[src/rtl/lcd1602_responder.sv]
// lcd1602_responder: HD44780-compatible receiver for the 8-bit 1602 LCD write bus.
// Keeps an 80-byte DDRAM image plus display-control state and offers a registered
// read port so other logic can mirror the displayed text.
module lcd1602_responder #(
    parameter int unsigned SYNC_STAGES  = 2,
    parameter logic [7:0]  CLEAR_CHAR   = 8'h20,
    parameter int unsigned CLEAR_CYCLES = 80
) (
    input  logic       clk,
    input  logic       rst,
    input  logic       lcd_rs,
    input  logic       lcd_rw,
    input  logic       lcd_en,
    input  logic [7:0] lcd_data,
    input  logic [6:0] rd_addr,
    output logic [7:0] rd_data,
    output logic       busy,
    output logic [6:0] cur_addr,
    output logic       disp_on,
    output logic       cursor_on,
    output logic       blink_on,
    output logic       inc_mode,
    output logic       wr_pulse,
    output logic       err
);

    typedef enum logic [0:0] {StIdle, StClear} state_e;

    localparam int Stages = (SYNC_STAGES < 1) ? 1 : int'(SYNC_STAGES);

    // AC is valid in the two 40-cell windows 0x00-0x27 and 0x40-0x67.
    function automatic logic ac_valid(input logic [6:0] a);
        return (a <= 7'h27) || ((a >= 7'h40) && (a <= 7'h67));
    endfunction

    // Second line starts at index 40, i.e. AC - 0x40 + 40 = AC - 24.
    function automatic logic [6:0] ac_index(input logic [6:0] a);
        return a[6] ? (a - 7'd24) : a;
    endfunction

    function automatic logic [6:0] ac_step(input logic [6:0] a, input logic up);
        logic [6:0] n;
        if (up) begin
            case (a)
                7'h27:   n = 7'h40;
                7'h67:   n = 7'h00;
                default: n = a + 7'd1;
            endcase
        end else begin
            case (a)
                7'h00:   n = 7'h67;
                7'h40:   n = 7'h27;
                default: n = a - 7'd1;
            endcase
        end
        return n;
    endfunction

    // Bus word layout: {en, rs, rw, data}.
    logic [10:0] sync_q [Stages];
    logic [10:0] bus_s;
    logic [10:0] prev_q;
    logic        xfer;

    state_e      state_q, state_d;
    logic [6:0]  clr_idx_q, clr_idx_d;
    logic [6:0]  ac_q, ac_d;
    logic        inc_q, inc_d;
    logic        d_q, d_d, c_q, c_d, b_q, b_d;
    logic        cgram_q, cgram_d;
    logic        err_q, err_d;
    logic        wr_pulse_q, wr_pulse_d;
    logic [7:0]  rd_data_q;

    logic        we;
    logic [6:0]  waddr;
    logic [7:0]  wdata;
    logic [7:0]  mem [CLEAR_CYCLES];

    assign bus_s = sync_q[Stages-1];
    // Falling edge of the synchronized strobe; rs/rw/data come from the previous cycle.
    assign xfer  = prev_q[10] & ~bus_s[10];

    // Input synchronizer chain and one-cycle history for edge detection.
    always_ff @(posedge clk) begin
        if (rst) begin
            for (int i = 0; i < Stages; i++) sync_q[i] <= '0;
            prev_q <= '0;
        end else begin
            sync_q[0] <= {lcd_en, lcd_rs, lcd_rw, lcd_data};
            for (int i = 1; i < Stages; i++) sync_q[i] <= sync_q[i-1];
            prev_q <= bus_s;
        end
    end

    // Control state; reset leaves the clear engine armed so it runs right after release.
    always_ff @(posedge clk) begin
        if (rst) begin
            state_q    <= StClear;
            clr_idx_q  <= '0;
            ac_q       <= '0;
            inc_q      <= 1'b1;
            d_q        <= 1'b0;
            c_q        <= 1'b0;
            b_q        <= 1'b0;
            cgram_q    <= 1'b0;
            err_q      <= 1'b0;
            wr_pulse_q <= 1'b0;
        end else begin
            state_q    <= state_d;
            clr_idx_q  <= clr_idx_d;
            ac_q       <= ac_d;
            inc_q      <= inc_d;
            d_q        <= d_d;
            c_q        <= c_d;
            b_q        <= b_d;
            cgram_q    <= cgram_d;
            err_q      <= err_d;
            wr_pulse_q <= wr_pulse_d;
        end
    end

    // Next-state: clear sequencing, command decode and data writes.
    always_comb begin
        state_d    = state_q;
        clr_idx_d  = clr_idx_q;
        ac_d       = ac_q;
        inc_d      = inc_q;
        d_d        = d_q;
        c_d        = c_q;
        b_d        = b_q;
        cgram_d    = cgram_q;
        err_d      = err_q;
        wr_pulse_d = 1'b0;
        we         = 1'b0;
        waddr      = '0;
        wdata      = '0;

        if (state_q == StClear) begin
            we    = 1'b1;
            waddr = clr_idx_q;
            wdata = CLEAR_CHAR;
            if (clr_idx_q == 7'(CLEAR_CYCLES - 1)) state_d = StIdle;
            else clr_idx_d = clr_idx_q + 7'd1;
        end

        if (xfer && !prev_q[8]) begin
            if (state_q == StClear) begin
                err_d = 1'b1;
            end else if (!prev_q[9]) begin
                // Commands decode on the highest set bit.
                if (prev_q[7]) begin
                    ac_d    = prev_q[6:0];
                    cgram_d = 1'b0;
                    if (!ac_valid(prev_q[6:0])) err_d = 1'b1;
                end else if (prev_q[6]) begin
                    cgram_d = 1'b1;
                end else if (prev_q[5]) begin
                    if (!prev_q[4]) err_d = 1'b1;
                end else if (prev_q[4]) begin
                    if (!prev_q[3]) ac_d = ac_step(ac_q, prev_q[2]);
                end else if (prev_q[3]) begin
                    d_d = prev_q[2];
                    c_d = prev_q[1];
                    b_d = prev_q[0];
                end else if (prev_q[2]) begin
                    inc_d = prev_q[1];
                end else if (prev_q[1]) begin
                    ac_d    = '0;
                    cgram_d = 1'b0;
                end else if (prev_q[0]) begin
                    ac_d      = '0;
                    inc_d     = 1'b1;
                    cgram_d   = 1'b0;
                    state_d   = StClear;
                    clr_idx_d = '0;
                end
            end else if (!cgram_q) begin
                if (ac_valid(ac_q)) begin
                    we         = 1'b1;
                    waddr      = ac_index(ac_q);
                    wdata      = prev_q[7:0];
                    ac_d       = ac_step(ac_q, inc_q);
                    wr_pulse_d = 1'b1;
                end else begin
                    err_d = 1'b1;
                end
            end
        end
    end

    // DDRAM write port.
    always_ff @(posedge clk) begin
        if (we) mem[waddr] <= wdata;
    end

    // Registered read port; same-cycle writes are seen on the following read.
    always_ff @(posedge clk) begin
        if (rst) rd_data_q <= '0;
        else rd_data_q <= ac_valid(rd_addr) ? mem[ac_index(rd_addr)] : 8'h00;
    end

    assign rd_data   = rd_data_q;
    assign busy      = (state_q == StClear) && !rst;
    assign cur_addr  = ac_q;
    assign disp_on   = d_q;
    assign cursor_on = c_q;
    assign blink_on  = b_q;
    assign inc_mode  = inc_q;
    assign wr_pulse  = wr_pulse_q;
    assign err       = err_q;

endmodule

[config.mk]
export PLATFORM = sky130hd
export DESIGN_NAME = lcd1602_responder
export DESIGN_NICKNAME = d
export VERILOG_FILES = /design/src/rtl/lcd1602_responder.sv
export SDC_FILE = /design/constraint.sdc
export NUM_CORES = 1
export LEC_CHECK = 0
export BUFFER_PORTS_ARGS = -buffer_cell sky130_fd_sc_hd__buf_2
export CORE_MARGIN = 3
export CORE_UTILIZATION = 30
export CTS_CLUSTER_SIZE = 28
export DETAILED_ROUTE_END_ITERATION = 7
export GPL_ROUTABILITY_DRIVEN = 1
export PLACE_DENSITY = 0.5
export SLEW_MARGIN = 20
export SYNTH_ARGS = -nofsm -noshare
export SYNTH_HDL_FRONTEND = slang
export SYNTH_SLANG_ARGS = --single-unit
[constraint.sdc]
create_clock -name clk -period 6.65 [get_ports clk]
set_input_delay 1.995 -clock clk [delete_from_list [all_inputs] [get_ports clk]]
set_output_delay 1.995 -clock clk [all_outputs]
set_load 0.005 [all_outputs]
==> results.md <==
- Worst slew pin tran: 1.13 ns
- Synth cell count leaders: 640 x edfxtp_1, 174 x mux4_2, 115 x nor2_1
- Share of the yosys chip area belonging to registers: around 73%
- Vias in the first global route: 14700
- Drt first pass iters: 5
- Worst Hold Class: flop to flop
- Die area: between 0.09 and 0.1 mm2
- Worst setup EP type: flop
- Period utilization: ~70%
- Syn avg cell area: 18.7 um2
- CP Class: flop to flop
- Largest net degree at the start of global routing: 81
- Die Y: 311 um
- Total gr overflow: 0
- Ys Warns: 0
- Critical path arrival: 4.75 ns
- Status: finished clean
- DRC viols: 0
- Primary FF master, synth: edfxtp_1
- Initial antenna violation count: 2
- Synth Register Bits: between 700 and 800
- Top-count cell post-synth: edfxtp_1
- Ys async rst share: 0%
- PD cells: 295 mW/mm2
- I/O pins: 42
- Clock-pin slew on the worst setup and hold paths: 0.06 ns
- Post-DP HPWL: 42100 um
- Setup_tns: 0 ns
- Min Clock Period, post-route: around 4.5 ns
- Synth cell types: 63
- Synth top area cells: edfxtp_1 69%, mux4_2 14%, dfxtp_1 4.5%
- First-pass GRT wire length: a little over 100000 um
- Pre-CTS setup slack: 1.37 ns
- Reg power frac: approximately half
- Vias: roughly 14000
- Htree depth: 3
- Drt total wl: between 60000 and 70000 um
- RSZ-0062 raised after global routing: no
- Gpl congestion: 0.770
- Total Nets Final: 1594
- Max-cap violation count: 0
- Clock latency on the worst-skew pair: between 0.6 and 0.7 ns
- Leakage: approximately 10 nW
- Post-CTS setup buffers: 0
- Peak VDD IR: 0.199 mV
- Cell taking the most area after synthesis: edfxtp_1
- DRT iter0 DRCs: 1410
- Total CTS buffers: 77
- Avg WL per Cell: approximately 24 um
- Root Buffer: clkbuf_16
- Core Region: 0.0921 mm2
- Vias per cell: 4.96
- Setup Skew: 0.0264 ns
- Post-Syn Instances: ~1500
- Layout cells sized above 1: a little under a quarter
- Cts hold-fix bufs: 0
- Clk sink count: 703
- Pint: 7.50 mW
- Longest Clk Path Bufs: 3
- # rows: about 110
- Final Worst Setup Slack: 2.11 ns
- TritonCTS clock tree: yes
- Die W: 311 um
- Final Hold Fails: 0
- Yosys top cell area share: 68.7%
- CP Max Fanout: 16
- Post-route ant nets: 0
- Slew Limit Fails: 0
- P_sw: between 1.5 and 2 mW
- Worst setup SP type: flop
- Port Buf Inserts: 41
- Crit path required time: 6.86 ns
- Final setup fails: 0
- Fillcell total: 8632
- Power share of the clock group: a little under half
- Post_cts resized: 0
- EDFF count, synth: 640
- Headroom to the max-slew limit: 24.4%
- Sw frac: 20.9%
- Cell area after synthesis: 0.0280 mm2
- Logic gate share of total power: 4.2%
- Initial core utilization: between 30 and 40%
- Syn-to-layout area delta: 14.9%
- Achievable Freq: 0.220 GHz
- Post-synth net total: 1524
- All-Layer GR Usage: between 10% and 20%
[power groups by stage]
| stage | clock network [mW] | registers [mW] | logic, mW |
|---|---|---|---|
| floorplan | 0 | 4.88 | 0.251 |
| global placement | 0 | 4.89 | 0.406 |
| detailed placement | 0 | 4.89 | 0.406 |
| CTS | 4.38 | 4.80 | 0.407 |
| global route | 4.57 | 4.80 | 0.423 |
| finish | 4.29 | 4.80 | 0.398 |
[metrics by stage]
stage	cells	hold slack [ns]	total power, mW	utilization [%]	cell area, um2
floorplan	1495	0.414	5.13	-	28000
global placement	2729	0.429	5.30	32.2	29600
detailed placement	2729	0.427	5.30	32.2	29600
CTS	2866	0.441	9.59	34.9	32100
global route	2866	0.457	9.79	34.9	32100
finish	2868	0.435	9.48	34.9	32200
[worst paths after layout]
path / slack (ns) / start / endpoint / cells after the start
setup / recovery: 2.11 / cur_addr[3] / mem[57][6] / 6
setup reg to reg: 2.11 / cur_addr[3] / mem[57][6] / 6
hold reg to reg: 0.43 / sync_q[0][8] / sync_q[0][19] / 1
hold / removal: 0.43 / sync_q[0][8] / sync_q[0][19] / 1
[cell families after synthesis]
kind of cell	after synthesis	synth area share [%]
flops	703	73.2
fa+ha+maj	9	0.403
compound gates	130	3.15
mux	195	15.3
buf+inv	91	1.60
simple gates	348	5.69
xor+xnor	19	0.662
[area by class of cell]
class	count	area, um2	area share [%]
Inverter	14	52.6	0.163
Sequential cell	703	20500	63.7
Clock buffer	102	2060	6.41
Timing Repair Buffer	68	452	1.40
Tap cell	1243	1560	4.84
Multi-Input combinational cell	701	7080	22.0
Clock inverter	35	464	1.44
Antenna cell	2	5.00	0.0156
[metal layers]
metal  vias to the layer above  routed length [um]  GRT usage, %
li1                       6153                   -             -
met1                      7584               31500          20.4
met2                       391               33200          23.0
met3                        96                3620          2.59
met4                         0                1530          3.86
met5                         -                   0             0
[registers in the layout, summed over array words and instances, names as in the netlist]
name       cells
state_q        1
mem          640
wr_pulse       1
disp_on        1
rd_data        8
cgram_q        1
prev_q        11
cursor_on      1
blink_on       1
sync_q        22
clr_idx_q      7
err            1
cur_addr       7
inc_mode       1
[layout by cell type (no fill, tap or decap), drive strengths merged, types with 10 or more instances in the layout]
| master | Yosys | final |
|---|---|---|
| edfxtp | 640 | 640 |
| mux4 | 183 | 183 |
| nor2 | 118 | 118 |
| nand2 | 118 | 118 |
| clkbuf | 33 | 102 |
| buf | 44 | 68 |
| dfxtp | 63 | 63 |
| a21oi | 40 | 40 |
| nor2b | 37 | 37 |
| nand3 | 25 | 25 |
| o21ai | 24 | 24 |
| clkinv | 1 | 23 |
| inv | 13 | 16 |
| a31oi | 14 | 14 |
| mux2i | 12 | 12 |
| xnor2 | 12 | 12 |
| bufinv | 0 | 10 |
| nor3 | 10 | 10 |
| and2 | 10 | 10 |
[worst max-delay path, stage by stage, from the launching register on]
cell and delay [ns]:
dfxtp_1 0.66, inv_1 0.19, ha_1 0.30, a211oi_4 0.76
o41a_1 0.34, nand3_1 0.79, nor2_1 1.09
Power figures use the tool's default switching activity.
